<file path="config.mk">
export PLATFORM = sky130hd
export DESIGN_NAME = ram_fifo_ctrl
export DESIGN_NICKNAME = d
export VERILOG_FILES = /design/src/rtl/fifo_pkg.sv /design/src/rtl/ram_fifo_ctrl.sv
export SDC_FILE = /design/constraint.sdc
export NUM_CORES = 1
export LEC_CHECK = 0
export BUFFER_PORTS_ARGS = -buffer_cell sky130_fd_sc_hd__buf_2
export CAP_MARGIN = 20
export CORE_MARGIN = 5
export CORE_UTILIZATION = 46
export DETAILED_ROUTE_END_ITERATION = 10
export PLACE_DENSITY = 0.77
export SYNTH_ARGS = -nofsm -noshare
export SYNTH_HDL_FRONTEND = slang
export SYNTH_SLANG_ARGS = --single-unit
</file>
<file path="constraint.sdc">
create_clock -name clk -period 3.5 [get_ports clk]
set_clock_uncertainty 0.15 [all_clocks]
set_input_delay 0.875 -clock clk [delete_from_list [all_inputs] [get_ports clk]]
set_output_delay 0.875 -clock clk [all_outputs]
set_load 0.03 [all_outputs]
</file>
<file path="src/rtl/fifo_pkg.sv">
// Shared constants and types for the RAM-backed FIFO.
package fifo_pkg;

    localparam int unsigned DATA_W = 4;
    localparam int unsigned ADDR_W = 5;
    localparam int unsigned DEPTH  = 1 << ADDR_W;

    typedef logic [DATA_W-1:0] data_t;
    typedef logic [ADDR_W-1:0] addr_t;
    typedef logic [ADDR_W:0]   cnt_t;

endpackage

</file>
<file path="src/rtl/ram_fifo_ctrl.sv">
// FIFO controller driving both ports of an external dual-port RAM.
// Write and read requests go straight to the RAM ports. Popped data comes
// back on ram_dob one cycle later, together with pop_valid.
module ram_fifo_ctrl #(
    parameter int unsigned DATA_W = fifo_pkg::DATA_W,
    parameter int unsigned ADDR_W = fifo_pkg::ADDR_W
) (
    input  logic              clk,
    input  logic              rst,
    input  logic              push,
    input  logic [DATA_W-1:0] push_data,
    input  logic              pop,
    output logic [DATA_W-1:0] pop_data,
    output logic              pop_valid,
    output logic              full,
    output logic              empty,
    output logic [ADDR_W:0]   count,
    output logic              overflow,
    output logic              underflow,
    output logic              ram_ena,
    output logic              ram_wea,
    output logic [ADDR_W-1:0] ram_addra,
    output logic [DATA_W-1:0] ram_dia,
    output logic              ram_enb,
    output logic [ADDR_W-1:0] ram_addrb,
    input  logic [DATA_W-1:0] ram_dob
);

    localparam int unsigned CNT_W = ADDR_W + 1;
    localparam int unsigned DEPTH = 1 << ADDR_W;

    logic [ADDR_W-1:0] wr_ptr;
    logic [ADDR_W-1:0] rd_ptr;
    logic              push_ok;
    logic              pop_ok;

    // Occupancy flags come from the count register only, so push and pop
    // have no combinational path to full/empty.
    assign full  = (count == CNT_W'(DEPTH));
    assign empty = (count == CNT_W'(0));

    // Accept decisions use pre-edge flags. At full a simultaneous push is
    // refused so the slot being read is never overwritten, and at empty a
    // simultaneous pop is refused because there is no fall-through.
    assign push_ok = push & ~full  & ~rst;
    assign pop_ok  = pop  & ~empty & ~rst;

    // RAM port A (write) and port B (read-address load).
    assign ram_ena   = push_ok;
    assign ram_wea   = push_ok;
    assign ram_addra = wr_ptr;
    assign ram_dia   = push_data;
    assign ram_enb   = pop_ok;
    assign ram_addrb = rd_ptr;

    // Read data returns from the RAM's registered-address output.
    assign pop_data = ram_dob;

    // Pointers, occupancy, return strobe and sticky error flags.
    always_ff @(posedge clk) begin
        if (rst) begin
            wr_ptr    <= '0;
            rd_ptr    <= '0;
            count     <= '0;
            pop_valid <= 1'b0;
            overflow  <= 1'b0;
            underflow <= 1'b0;
        end else begin
            if (push_ok) begin
                wr_ptr <= wr_ptr + ADDR_W'(1);
            end
            if (pop_ok) begin
                rd_ptr <= rd_ptr + ADDR_W'(1);
            end
            case ({push_ok, pop_ok})
                2'b10:   count <= count + CNT_W'(1);
                2'b01:   count <= count - CNT_W'(1);
                default: count <= count;
            endcase
            pop_valid <= pop_ok;
            if (push && full) begin
                overflow <= 1'b1;
            end
            if (pop && empty) begin
                underflow <= 1'b1;
            end
        end
    end

endmodule

</file>
==> impl_metrics.tcl, run 1 <==
set metrics [dict create \
    finalSetupTns_ns 0 \
    layout_commonest_cell "buf_2" \
    placed_area_um2 1146 \
    drc 0 \
    core-area_um2 2191 \
    cts_buffer_depth 2 \
    finalInstanceArea_um2 1174 \
    worst_hold_path.endpoint "overflow" \
    area_growth_syn_to_layout_pct 12.61 \
    outcome "complete, no violations" \
    drive_gt1_frac 0.2847 \
    reg2reg_to "count[5]" \
    grt_usage 0.1440 \
    avgRoutedWirePerCell_um 13.05 \
    path_clk_slew_ns 0.11 \
    die-area_um2 3318 \
    start_kind "flop" \
    cts_made_buffers 3 \
    setup_viol 0 \
    clkLatencyLatePin_ns 0.30 \
    syn-cell-area_um2 1042 \
    hold_violations 0 \
    cp_data_required_time_ns 3.56 \
    rr_worst_depth 11 \
    place_inst 161 \
    multiInputGateArea_um2 561.8 \
    avgSynthCellArea_um2 8.908 \
    yosys_warnings 0 \
    drtIter0Drc 12 \
    maxSlewHeadroom 0.6782 \
    ys_ff_latch 19 \
    drt_wl_total_um 2153 \
    hold_start "overflow" \
    worstPathMaxFanout 8 \
    die_w_um 57.60 \
    cp_cell_sequence "nor4_4 -> and3_4 -> nand2b_4 -> or2_2 -> ha_1 -> ha_1 -> a21o_1 -> a21oi_1 -> o22ai_1 -> a21oi_1 -> mux2_2" \
    regArea_um2 380.4 \
    endpoint_kind "flop" \
    max_freq_ghz 0.3112 \
    worst_slew_pin_slew_ns 0.4805 \
    overflow 0 \
    fin_util 0.5357 \
    rows 17 \
    crit_slowest_cell "dfxtp_1" \
    cpPeakStageDelay_ns 0.39 \
    synth_nets 137 \
    startpoint "count[1]" \
    power.leakage_nw 0.5825 \
    timing.rr.start "count[1]" \
    finalNonFillerCells 165 \
    tritoncts "done" \
    grt_pass1_wl_um 3753 \
    gp_congestion 0.8462 \
    num_antenna_cells 0 \
    ctsHtreeMaxLevel 1 \
    grt_max_degree 16 \
    vias 858 \
    min_period_ns 3.213 \
    ff2ff_setup_slack_ns 0.29 \
    min-delay-path-class "flop to flop" \
    rsz0062_at_grt "no" \
    cts_resized 0 \
    min_path_cells 2 \
    die_height_um 57.60 \
    clock-root-buffer "clkbuf_4" \
    hold_buffers 0 \
    drv_slew 0 \
    final_cell_mix "buf_2, nor2_1, dfxtp_1, a21oi_1, xor2_1" \
    cts_setup_buffers 0 \
    crit_arrival_ns 3.27 \
    ir_worst_vdd_uv 200.5 \
    power_density_nw_per_um2 525.9 \
    crit_type "flop to flop" \
    start_util 0.4757 \
    pin_count 44 \
    synthCells 117 \
    synthDistinctLibCells 30 \
    maxCapViolCount 0 \
    nFillCells 205 \
    clock-sinks 19 \
    power_uw 617.2 \
    finalNetCount 158 \
    ant_nets 0 \
    fin_crit_sh 0.9180 \
    dp_hpwl_um 1708 \
    port_buffers 27 \
    antenna_found_initial 0 \
    yosysSeqAreaShare 0.3649 \
    grt_pass1_vias 862 \
    routed_via_density 5.200 \
    drt_first_pass_iters 4 \
]
## how the worst max path moves through the flow
| stage | to | slack [ns] | depth (start not counted) |
|---|---|---|---|
| 2_1_floorplan | count[5] | 0.08 | 9 |
| 3_3_place_gp | count[5] | 0.32 | 10 |
| 3_5_place_dp | count[5] | 0.19 | 10 |
| 4_1_cts | count[5] | 0.29 | 11 |
| 5_1_grt | count[5] | 0.09 | 11 |
| 6_report | count[5] | 0.29 | 11 |
## stage by stage
stage / hold slack (ns) / worst slack (ns)
global placement: 0.2982 / 0.3227
finish: 0.3292 / 0.2870
floorplan: 0.4710 / 0.08483
global route: 0.3850 / 0.09206
CTS: 0.3360 / 0.2856
detailed placement: 0.3088 / 0.1915
## registers in the layout (all words and copies together), names as in the netlist
register / cells
underflow: 1
count: 6
overflow: 1
ram_addra: 5
pop_valid: 1
ram_addrb: 5
## cell usage after synthesis (all sizes together)
library cell / number / area share
a21o: 2 / 0.014
or2: 1 / 0.0060
ha: 7 / 0.084
o22a: 1 / 0.0084
buf: 9 / 0.065
nand4: 2 / 0.012
o22ai: 1 / 0.0060
nor3: 3 / 0.014
o21ai: 1 / 0.0048
xnor2: 3 / 0.025
nand2b: 3 / 0.025
fa: 1 / 0.019
nor2: 20 / 0.072
dfxtp: 19 / 0.36
o31ai: 1 / 0.0072
nand3: 3 / 0.014
nand3b: 1 / 0.0072
mux2i: 3 / 0.029
and3: 2 / 0.018
inv: 7 / 0.025
mux2: 1 / 0.011
clkbuf: 3 / 0.011
a21oi: 9 / 0.043
a31oi: 2 / 0.012
or3: 1 / 0.0060
xor2: 8 / 0.067
nor4: 1 / 0.020
nand2: 2 / 0.0072
## layer usage
| metal | vias up | part of all wire | track usage |
|---|---|---|---|
| met5 | - | 0 | 0 |
| met4 | 0 | 0.021 | 0.08278 |
| met3 | 4 | 0.077 | 0.02489 |
| met2 | 32 | 0.50 | 0.2516 |
| met1 | 398 | 0.41 | 0.1623 |
| li1 | 424 | - | - |
## cell families after synthesis
logic type | count (synthesis) | share of synthesized area
and+or+nand+nor | 39 | 0.2029
buffers and inverters | 19 | 0.1008
DFF | 19 | 0.3649
AOI/OAI and AO/OA | 17 | 0.09603
xor gates and xnor gates | 11 | 0.09244
adders and majority gates | 8 | 0.1032
muxes | 4 | 0.03962
## critical path, delay by kind of cell, from the launching register on
kind / cells / cell delay [ns]
simple gates: 4 / 0.90
compound gates: 4 / 0.71
fa+ha+maj: 2 / 0.61
flops: 1 / 0.39
mux: 1 / 0.35
## power breakdown
part	internal, mW	switching [mW]
sequential	0.238	0.0235
combinational	0.0845	0.159
clock	0.0427	0.0696
total	0.365	0.252
## layout make-up
class	count	share of cell area
Timing Repair Buffer	28	0.1215
Clock buffer	3	0.01919
Inverter	7	0.02239
Tap cell	28	0.02985
Multi-Input combinational cell	79	0.4787
Sequential cell	19	0.3241
Clock inverter	1	0.004264
No activity file was read; power rests on OpenSTA's default activity.
==> run 2, diff against run 1 <==
Settings changed: ABC_AREA set to 1, CORE_UTILIZATION 46 to 48, GPL_TIMING_DRIVEN set to 0, PLACE_DENSITY 0.77 to 0.79.
==> run 2 against run 1 <==
Sequential share of layout area decreased by 5.0 points. Critical endpoint is now ram_wea. Critical path type is now input pin to primary output. Die area increased by 4.6%. Via count increased by 21%. Clock-buffer cell count unchanged.
==> impl_metrics.tcl, run 2 <==
set metrics [dict create \
    outcome "complete, no violations" \
    finalNonFillerCells 216 \
    ys_async_sr_fraction 0 \
    largest_reg_flops 6 \
    routed_via_density 4.792 \
    die-area_um2 3471 \
    synthCells 149 \
    drv_slew 0 \
    die_w_um 58.92 \
    vias 1035 \
    num_antenna_cells 0 \
    fin_crit_sh 0.8116 \
    synth_xor_xnor_area_share 0.06100 \
    synth_top_family_by_area "simple AND/OR/NAND/NOR gates" \
    tritoncts "done" \
    drive_gt1_frac 0.3191 \
    cts_buffer_depth 2 \
    start_kind "input pin" \
    max_freq_ghz 0.3520 \
    worst_slew_pin_slew_ns 0.5058 \
    synthDistinctLibCells 22 \
    dp_hpwl_um 1920 \
    yosys.area_share.adder 0.09368 \
    hold_start "underflow" \
    grt_pass1_wl_um 3967 \
    port_buffers 35 \
    grt_usage 0.1443 \
    ant_nets 0 \
    maxCapViolCount 0 \
    area_growth_syn_to_layout_pct 20.70 \
    yosysTopAreaCell "dfxtp_1" \
    drc 0 \
    synth_compound_area_frac 0.08061 \
    startpoint "rst" \
    clock-sinks 19 \
    synth_simple_gate_area_frac 0.2952 \
    path_buf_inv 4 \
    cp_cell_sequence "buf_2 -> nor2_1 -> nand2_4 -> inv_4 -> buf_4 -> buf_2" \
    place_inst 212 \
    synth_edf_count 0 \
    cpPeakStageDelay_ns 0.31 \
    route.met3.wl_um 185 \
    min_period_ns 2.841 \
    cp_data_required_time_ns 2.47 \
    nFillCells 210 \
    synth_top_area_frac 0.3312 \
    synth_top_cells_by_area "dfxtp_1, nand2_1, nand3_1" \
    cpMostUsedCell "buf_2" \
    wl_met2_um 1173 \
    gp_congestion 0.7627 \
    finalNetCount 209 \
    grt_pass1_vias 938 \
    antenna_found_initial 0 \
    grt_max_degree 12 \
    ir_worst_vdd_uv 318.0 \
    avgSynthCellArea_um2 7.709 \
    regArea_um2 380.4 \
    min-delay-path-class "flop to flop" \
    ys_ff_latch 19 \
    clock-root-buffer "clkbuf_4" \
    cp_top_family "buffers and inverters" \
    fin_util 0.6149 \
    power_density_nw_per_um2 530.7 \
    setup_viol 0 \
    core-area_um2 2255 \
    cts_made_buffers 3 \
    overflow 0 \
    clkLatencyLatePin_ns 0.29 \
    drt_wl_total_um 2384 \
    synth_commonest_cells "nand2_1, dfxtp_1, inv_1, nand3_1, a21oi_1" \
    highest_layer "met4" \
    drtIter0Drc 24 \
    hold_violations 0 \
    drt_first_pass_iters 4 \
    maxSlewHeadroom 0.6628 \
    timing.rr.start "count[5]" \
    synth.most_common_cell "nand2_1" \
    pin_count 44 \
    hold_buffers 0 \
    final_cell_mix "buf_2, nand2_1, dfxtp_1, inv_1, nand3_1" \
    power_uw 735.8 \
    cts_setup_buffers 0 \
    largest_register "count" \
    synth_nets 169 \
    synth-main-ff-cell "dfxtp_1" \
    rsz0062_at_grt "no" \
    path_clk_slew_ns 0.11 \
    crit_type "input pin to primary output" \
    crit_slowest_cell "nor2_1" \
    wl_met1_um 997 \
    yosysSeqAreaShare 0.3312 \
    crit_arrival_ns 1.82 \
    power.leakage_nw 0.7600 \
    die_height_um 58.92 \
    cts_resized 0 \
    multiInputGateArea_um2 609.3 \
    avgRoutedWirePerCell_um 11.04 \
    synth_mux_area_frac 0 \
    ctsHtreeMaxLevel 1 \
    layout_commonest_cell "buf_2" \
    worst_hold_slack_ns 0.3191 \
    finalSetupTns_ns 0 \
    start_util 0.5094 \
    yosys_warnings 0 \
    endpoint_kind "primary output" \
    worstPathMaxFanout 6 \
    rows 17 \
    syn-cell-area_um2 1149 \
]
run 2: cell count changes in the layout (fill, tap and decap cells not counted), sizes merged, moves of 5 or more:
cell,before,now
nand3,3,18
buf,28,44
nand2,2,29
nor2,20,13
inv,7,22
xor2,8,3
run 2: per-layer routing:
metal,GRT usage,up-vias
li1,-,546
met1,0.1695,449
met2,0.2618,38
met3,0.01754,2
met4,0.05825,0
met5,0,-
run 2: cells by family (layout without fill, tap and decap cells):
kind of cell / after synthesis / after routing
simple gates: 64 / 64
buf+inv: 32 / 71
flops: 19 / 19
compound gates: 18 / 18
fa+ha+maj: 8 / 8
xor+xnor: 8 / 8
run 2: layout make-up:
type                            count  share of cell area
Multi-Input combinational cell     98              0.4395
Sequential cell                    19              0.2744
Timing Repair Buffer               35              0.1264
Inverter                           22             0.06318
Buffer                             10             0.05144
Tap cell                           28             0.02527
Clock buffer                        3             0.01625
Clock inverter                      1            0.003610
run 2: path summary, 6_finish.rpt:
kind,endpoint,slack (ns),depth (start not counted)
min reg2reg,underflow,0.32,2
min,underflow,0.32,2
max,ram_wea,0.66,6
max reg2reg,count[4],1.09,12
run 2: through the flow:
stage	setup WS (ns)	instance area, µm²
global route	0.5964	1386
global placement	0.4843	1359
detailed placement	0.4829	1359
CTS	0.6587	1386
finish	0.6593	1386
floorplan	0.7755	1149
run 2: report_power, final:
part / switching, mW / total, mW / internal (mW)
sequential: 0.0336 / 0.278 / 0.245
combinational: 0.234 / 0.348 / 0.114
clock: 0.0670 / 0.109 / 0.0424
run 2: worst min-delay path, stage by stage, from the launching register on:
cell and delay, ns:
dfxtp_1 0.34, nand2_1 0.05, o21ai_0 0.06
